**config.mk**
```make
export PLATFORM = sky130hd
export DESIGN_NAME = irq_pending_arbiter
export DESIGN_NICKNAME = d
export VERILOG_FILES = /design/src/rtl/irq_pending_arbiter.sv
export SDC_FILE = /design/constraint.sdc
export NUM_CORES = 1
export LEC_CHECK = 0
export CAP_MARGIN = 10
export CORE_ASPECT_RATIO = 1.75
export CORE_UTILIZATION = 44
export CTS_BUF_LIST = sky130_fd_sc_hd__clkbuf_4 sky130_fd_sc_hd__clkbuf_8 sky130_fd_sc_hd__clkbuf_16
export DETAILED_ROUTE_END_ITERATION = 16
export PLACE_DENSITY = 0.77
export SYNTH_ARGS = -nofsm -noshare
export SYNTH_HDL_FRONTEND = slang
export SYNTH_SLANG_ARGS = --single-unit
```
**constraint.sdc**
```tcl
create_clock -name clk -period 1.7 [get_ports clk]
set_input_delay 0.34 -clock clk [delete_from_list [all_inputs] [get_ports clk]]
set_output_delay 0.34 -clock clk [all_outputs]
set_load 0.03 [all_outputs]
```
**src/rtl/irq_pending_arbiter.sv**
```systemverilog
// Captures eight request lines into a pending register and presents the
// highest-priority unmasked line (bit 7 highest) over a valid/ready handshake.
module irq_pending_arbiter #(
    parameter int EDGE = 1
) (
    input  logic       clk,
    input  logic       rst_n,
    input  logic [7:0] req_in,
    input  logic [7:0] mask,
    input  logic       irq_ready,
    input  logic       overrun_clr,
    output logic       irq_valid,
    output logic [2:0] irq_id,
    output logic [7:0] pending,
    output logic [7:0] overrun
);

    typedef enum logic {
        IDLE    = 1'b0,
        PRESENT = 1'b1
    } state_t;

    state_t     state_reg, state_next;
    logic [7:0] req_q_reg;
    logic [7:0] pending_reg, pending_next;
    logic [7:0] overrun_reg, overrun_next;
    logic [2:0] irq_id_reg, irq_id_next;
    logic [7:0] set_vec, clr_vec, eligible;
    logic [2:0] top_idx;
    logic       accept;

    assign accept   = (state_reg == PRESENT) && irq_ready;
    assign eligible = pending_reg & ~mask;

    genvar gi;
    generate
        for (gi = 0; gi < 8; gi++) begin : g_line
            assign set_vec[gi] = (EDGE != 0) ? (req_in[gi] & ~req_q_reg[gi]) : req_in[gi];
            assign clr_vec[gi] = accept && (irq_id_reg == 3'(gi));
            // A new event in the accept cycle wins over the clear.
            assign pending_next[gi] = (pending_reg[gi] & ~clr_vec[gi]) | set_vec[gi];
            if (EDGE != 0) begin : g_ovr
                assign overrun_next[gi] = (overrun_reg[gi] & ~overrun_clr)
                                        | (set_vec[gi] & pending_reg[gi] & ~clr_vec[gi]);
            end else begin : g_no_ovr
                assign overrun_next[gi] = 1'b0;
            end
        end
    endgenerate

    // Ascending scan: the last hit is the highest eligible index.
    always_comb begin
        top_idx = 3'd0;
        for (int i = 0; i < 8; i++) begin
            if (eligible[i]) begin
                top_idx = 3'(i);
            end
        end
    end

    always_comb begin
        state_next  = state_reg;
        irq_id_next = irq_id_reg;
        case (state_reg)
            IDLE: begin
                if (eligible != 8'd0) begin
                    irq_id_next = top_idx;
                    state_next  = PRESENT;
                end
            end
            PRESENT: begin
                // Index is frozen until accepted; no preemption.
                if (irq_ready) begin
                    state_next = IDLE;
                end
            end
            default: state_next = IDLE;
        endcase
    end

    always_ff @(posedge clk or negedge rst_n) begin
        if (!rst_n) begin
            state_reg   <= IDLE;
            req_q_reg   <= 8'd0;
            pending_reg <= 8'd0;
            overrun_reg <= 8'd0;
            irq_id_reg  <= 3'd0;
        end else begin
            state_reg   <= state_next;
            req_q_reg   <= req_in;
            pending_reg <= pending_next;
            overrun_reg <= overrun_next;
            irq_id_reg  <= irq_id_next;
        end
    end

    assign irq_valid = (state_reg == PRESENT);
    assign irq_id    = irq_id_reg;
    assign pending   = pending_reg;
    assign overrun   = overrun_reg;

endmodule
```
==> summary.md, run 1 <==
| Metric | Value |
|---|---|
| Outcome | completed |
| Row count | 24 |
| Fraction of layout cells with a size suffix above 1 | 14.3% |
| GRT Overall Usage | 21.6% |
| Clk_lat worst skew | 0.27 ns |
| Fin crit period | 1.66 ns |
| Worst relative slew slack | 76.2% |
| Min-delay worst type | primary input to asynchronous set/reset pin |
| Design area | 0.00168 mm2 |
| Startpoint types | flip-flop |
| Worst Path Required | 1.36 ns |
| Cell Pwr Density | 1430 mW/mm2 |
| Initial antenna violation count | 0 |
| Fmax | 602 MHz |
| Via Count | 889 |
| Switch Pwr | 0.941 mW |
| Synth Area per Inst | 11.7 um2 |
| Sw frac | 39.1% |
| Comb pwr share | 46.7% |
| First-pass GRT wire length | 4.21 mm |
| Crit path cell chain | clkdlybuf4s50_1 |
| Syn nets | 119 |
| Reg power frac | 39.0% |
| Final core occ | 67.4% |
| Worst-margin pin slew | 0.355 ns |
| Pleak | 0.714 nW |
| CTS Root Cell | clkbuf_8 |
| Setup TNS after final layout | 0 ns |
| DR DRC count | 0 |
| Nets@finish | 169 |
| Largest net degree at the start of global routing | 29 |
| Core Region | 0.00249 mm2 |
| Setup CP Type | flip-flop to output pin |
| Dpl cells | 170 |
| MaxCap Viol Count | 0 |
| Clock buffer depth | 2 |
| Post-synthesis sequential area ratio | 60.5% |
| Max VDD drop | 0.00105 V |
| Starting Density | 46.5% |
| Data arrival time of the worst path | 1.32 ns |
| CP endpoint kind | output pin |
| Total wire length | 2.55 mm |
| Placed instance area | 0.00163 mm2 |
| # setup viols final | 0 |
| CP peak stage delay | 0.68 ns |
| Fill cells | 201 |
| Final period util | 97.7% |
| Fin cells | 173 |
| Wirelength per Cell | 14.7 um |
| Post-CTS setup buffer count | 0 |
| Clk pin slew, worst setup/hold paths | 0.08 ns |
| Final Slew Violations | 0 |
| Clock sink count | 28 |
| Area Overhead vs Synth | 45.0% |
| Crit-path slowest cell | clkdlybuf4s50_1 |
| Vias in the first global route | 925 |
| DR pass1 iterations | 4 |
| Number of buffers added on ports | 39 |
| H-tree depth | 1 |
| Total of hold buffers inserted after clock tree synthesis | 0 |
| Mapped Cells | 99 |
| Unrepaired setup endpoints after global routing | false |
| Post-Syn Area | 0.00116 mm2 |
| Final Hold Vio Count | 0 |
| Worst Clk Skew | 0.00224 ns |
| Chip width | 40.8 um |
| Die ar. | 0.00285 mm2 |
| Design internal power | 1.47 mW |
| Synth cell types | 22 |
| CTS Buf Count | 3 |
| ANT nets after route | 0 |
| Worst-path fanout max | 3 |
| TritonCTS clock tree | built |
| GRT overflow | 0 |
| Antenna diodes | 0 |
| Syn. warnings | 0 |
| Io pins | 40 |
| Top Family by Delay on Critical Path | buffers and inverters |
| Die Y | 69.9 um |
| #FFs+latches synth | 28 |
| Routability cong. | 0.805 |
| Crit path buf inv count | 1 |
| Dpl hpwl | 2.04 mm |
| Via density | 5.14 |
| Clock power frac | 14.3% |
| Total power | 2.41 mW |
| 1st-iter DRT viols | 17 |
metrics by stage:
| step | setup slack [ns] | hold WS, ns |
|---|---|---|
| 2_1_floorplan | 0.152 | 0.0444 |
| 3_3_place_gp | -0.123 | 0.496 |
| 3_5_place_dp | -0.174 | 0.504 |
| 4_1_cts | 0.00658 | 0.452 |
| 5_1_grt | 0.00214 | 0.488 |
| 6_report | 0.0385 | 0.441 |
cells by family (layout without fill, tap and decap cells):
logic type / count (synthesis) / count (layout) / synth area share [%]
and+or+nand+nor: 33 / 33 / 18.9
AOI/OAI and AO/OA: 25 / 25 / 15.1
DFF: 28 / 28 / 60.5
buffers and inverters: 11 / 59 / 3.56
muxes: 2 / 2 / 1.94
cells in the mapped netlist (all sizes together):
cell | number | area, um2
dfrtp | 28 | 701
nand2b | 11 | 68.8
inv | 10 | 37.5
nand2 | 9 | 33.8
o21ai | 8 | 40.0
o22ai | 8 | 50.1
and2b | 4 | 36.3
o31ai | 4 | 30.0
a21oi | 3 | 18.8
nor2b | 3 | 31.3
mux2 | 2 | 22.5
nor2 | 2 | 7.51
a2111oi | 1 | 27.5
a21o | 1 | 8.76
buf | 1 | 3.75
nand3 | 1 | 5.00
nand3b | 1 | 7.51
nor4 | 1 | 21.3
or2b | 1 | 7.51
area by class of cell:
type	count	area [um2]	area share [%]
timing repair buffer	46	452	26.9
clock buffer	3	41.3	2.46
multi-input combinational	60	417	24.8
inverter	10	37.5	2.23
tap	26	32.5	1.94
sequential	28	701	41.7
per-layer routing:
layer / GRT usage, % / wire [um] / vias to the layer above
met4: 11.1 / 65 / 0
li1: - / - / 433
met3: 1.27 / 71 / 4
met2: 35.6 / 1440 / 17
met5: 0 / 0 / -
met1: 26.1 / 968 / 435
power groups by stage:
stage,combinational [mW],clock [mW],sequential (mW)
global route,1.20,0.386,0.961
global placement,1.13,0,0.946
finish,1.13,0.344,0.938
detailed placement,1.16,0,0.958
floorplan,0.333,0,1.24
CTS,1.14,0.361,0.943
what timing repair did:
item                       CTS  global route
resized for setup            3             5
cloned                       0             0
setup endpoints to repair    3             5
path summary, 6_finish.rpt:
check,startpoint,endpoint,slack (ns),cells past startpoint
hold / removal,rst_n,overrun[3],0.44,2
min in group clk,req_q_reg[2],pending[2],0.51,2
setup / recovery,pending[3],pending[3],0.04,1
setup reg to reg,pending[2],irq_id[0],0.23,4
max in group asynchronous,rst_n,irq_id[1],1.00,2
hold reg to reg,req_q_reg[2],pending[2],0.51,2
worst register-to-register path, delay by kind of cell, from the launching register on:
kind / cells / cell delay (ns)
multiplexers: 1 / 0.33
AO/OA/AOI/OAI: 2 / 0.44
flip-flops: 1 / 0.41
AND/OR/NAND/NOR: 1 / 0.18
cell usage in the layout, fill, tap and decap left out, types with 2 or more instances in the layout:
cell | Yosys | final
clkbuf_8 | 0 | 3
nor2b_2 | 2 | 2
o22ai_1 | 8 | 8
nand2_1 | 9 | 9
and2b_2 | 3 | 3
buf_4 | 0 | 7
dlymetal6s2s_1 | 0 | 5
a21oi_1 | 2 | 2
nor2_1 | 2 | 2
nand2b_1 | 11 | 11
mux2_1 | 2 | 2
dfrtp_1 | 28 | 28
inv_1 | 10 | 10
o31ai_1 | 4 | 4
clkdlybuf4s50_1 | 0 | 31
dlygate4sd2_1 | 0 | 3
o21ai_0 | 8 | 8
Note: power is estimated with default switching activity, not from simulation.
==> run 2, diff against run 1 <==
RECOVER_POWER = 25   (was default)
==> run 2 against run 1 <==
Compared with the run above:
- global-route usage unchanged
- first-iteration DRC count unchanged
- cell area down 0.15%
- largest power group unchanged
- combinational power about the same
- clock-buffer cell count unchanged
- total power down 0.21%
- sequential power about the same
- critical path depth unchanged
- fmax unchanged
- non-clock buffer count unchanged
==> summary.md, run 2 (synthesis results as in run 1) <==
| Metric | Value |
|---|---|
| Final period util | 97.7% (unchanged) |
| Worst Path Required | 1.36 ns (about the same) |
| Commonest non-fill, non-tap cell in the layout | dfrtp_1 |
| Comb pwr share | 46.6% (about the same) |
| Core Region | 0.00249 mm2 (unchanged) |
| Top Family by Delay on Critical Path | buffers and inverters |
| Min-delay worst type | flip-flop to flip-flop |
| Outcome | completed |
| Fill cells | 202 (+0.50%) |
| Via Count | 889 (unchanged) |
| Final Hold Vio Count | 0 (unchanged) |
| ANT nets after route | 0 (unchanged) |
| Vias in the first global route | 925 (unchanged) |
| CP endpoint kind | output pin |
| Critical path startpoint | pending[3] |
| Reg power frac | 39.0% (about the same) |
| Total wire length | 2.54 mm (-0.12%) |
| Io pins | 40 (unchanged) |
| H-tree depth | 1 (unchanged) |
| Clk pin slew, worst setup/hold paths | 0.08 ns (about the same) |
| Starting Density | 46.5% (unchanged) |
| Setup WS pre-CTS | -0.174 ns (unchanged) |
| Slack of the critical path | 0.0385 ns (unchanged) |
| Startpoint of the worst hold path | req_q_reg[2] |
| MaxCap Viol Count | 0 (unchanged) |
| Fmax | 602 MHz (unchanged) |
| DR pass1 iterations | 4 (unchanged) |
| GRT Overall Usage | 21.6% (unchanged) |
| Total of hold buffers inserted after clock tree synthesis | 0 (unchanged) |
| Worst-path fanout max | 3 (unchanged) |
| DR DRC count | 0 (unchanged) |
| CP peak stage delay | 0.68 ns (about the same) |
| Largest net degree at the start of global routing | 29 (unchanged) |
| Unrepaired setup endpoints after global routing | false |
| Die Y | 69.9 um (unchanged) |
| Design internal power | 1.46 mW (-0.34%) |
| Commonest non-fill, non-tap cells in the layout | dfrtp_1 (28), clkdlybuf4s50_1 (22), nand2b_1 (11) |
| Via density | 5.14 (unchanged) |
| Wirelength per Cell | 14.7 um (-0.12%) |
| Clock buffer depth | 2 (unchanged) |
| First-pass GRT wire length | 4.21 mm (unchanged) |
| Dpl hpwl | 2.04 mm (unchanged) |
| Cell Pwr Density | 1430 mW/mm2 (about the same) |
| 1st-iter DRT viols | 17 (unchanged) |
| Worst-margin pin slew | 0.681 ns (+0.326 ns) |
| Row count | 24 (unchanged) |
| # setup viols final | 0 (unchanged) |
| Clock sink count | 28 (unchanged) |
| Die ar. | 0.00285 mm2 (unchanged) |
| Clock power frac | 14.3% (about the same) |
| Worst relative slew slack | 54.6% (-22 points) |
| Fin crit period | 1.66 ns (unchanged) |
| Final Slew Violations | 0 (unchanged) |
| GRT overflow | 0 (unchanged) |
| Startpoint types | flip-flop |
| Final core occ | 67.3% (-0.10 points) |
| CTS Buf Count | 3 (unchanged) |
| Data arrival time of the worst path | 1.32 ns (about the same) |
| Max VDD drop | 0.00105 V (-0.19%) |
| Routability cong. | 0.805 (unchanged) |
| Crit path cell chain | clkdlybuf4s50_1 |
| CTS Root Cell | clkbuf_8 |
| Number of buffers added on ports | 39 (unchanged) |
| Switch Pwr | 0.941 mW (about the same) |
| Antenna diodes | 0 (unchanged) |
| Initial antenna violation count | 0 (unchanged) |
| Area Overhead vs Synth | 44.8% |
| TritonCTS clock tree | built |
| Total power | 2.40 mW (-0.21%) |
| Fraction of layout cells with a size suffix above 1 | 14.3% (unchanged) |
| Worst hold slack | 0.512 ns (+0.0711 ns) |
| Pleak | 0.716 nW (+0.24%) |
| Sw frac | 39.1% (+0.081 points) |
| Clk_lat worst skew | 0.27 ns (about the same) |
| Chip width | 40.8 um (unchanged) |
| Worst Clk Skew | 0.00227 ns (+0.0000352 ns) |
| Crit path buf inv count | 1 (unchanged) |
| Reg-to-reg startpoint | pending[2] |
| Setup CP Type | flip-flop to output pin |
| Crit-path slowest cell | clkdlybuf4s50_1 |
| Nets@finish | 169 (unchanged) |
-- run 2: layout make-up --
cell class	instances	area (um2)	share of cell area, %
sequential	28	701	41.8
multi-input combinational	60	417	24.8
tap	26	32.5	1.94
timing repair buffer	46	449	26.8
clock buffer	3	41.3	2.46
inverter	10	37.5	2.24
-- run 2: metrics by stage --
stage | setup TNS, ns | instances | cell area, um2
CTS | 0 | 173 | 1670
global route | 0 | 173 | 1680
floorplan | 0 | 99 | 1160
detailed placement | -0.366 | 170 | 1630
global placement | -0.244 | 170 | 1630
finish | 0 | 173 | 1680
-- run 2: path summary, 6_finish.rpt --
path | end | cells past startpoint | slack [ns]
max | pending[3] | 1 | 0.04
min | pending[2] | 2 | 0.51
max reg2reg | irq_id[0] | 4 | 0.23
min reg2reg | pending[2] | 2 | 0.51
max in group asynchronous | irq_id[1] | 2 | 0.63
min in group asynchronous | overrun[3] | 2 | 0.63
-- run 2: repair_timing --
| item | 4_1_cts | 5_1_grt |
|---|---|---|
| hold endpoints to repair | 0 | 0 |
| setup buffers | 0 | 0 |
| resized for setup | 3 | 5 |
| setup endpoints to repair | 3 | 5 |
| gates cloned | 0 | 0 |
-- run 2: power by group through the flow --
stage,Sequential [mW],Clock (mW),Combinational (mW)
floorplan,1.24,0,0.333
global placement,0.946,0,1.13
detailed placement,0.958,0,1.16
CTS,0.943,0.361,1.14
global route,0.961,0.386,1.20
finish,0.938,0.344,1.12
-- run 2: worst min-delay path: cells and delay by family, from the launching register on --
| kind | cells | cell delay (ns) |
|---|---|---|
| flip-flops | 1 | 0.32 |
| AND/OR/NAND/NOR | 2 | 0.16 |
-- run 2: layer usage --
metal | GRT usage, % | vias up | share of wire, %
li1 | - | 433 | -
met2 | 35.6 | 17 | 57
met1 | 26.1 | 435 | 38
met4 | 11.1 | 0 | 2.6
met5 | 0 | - | 0
met3 | 1.27 | 4 | 2.8
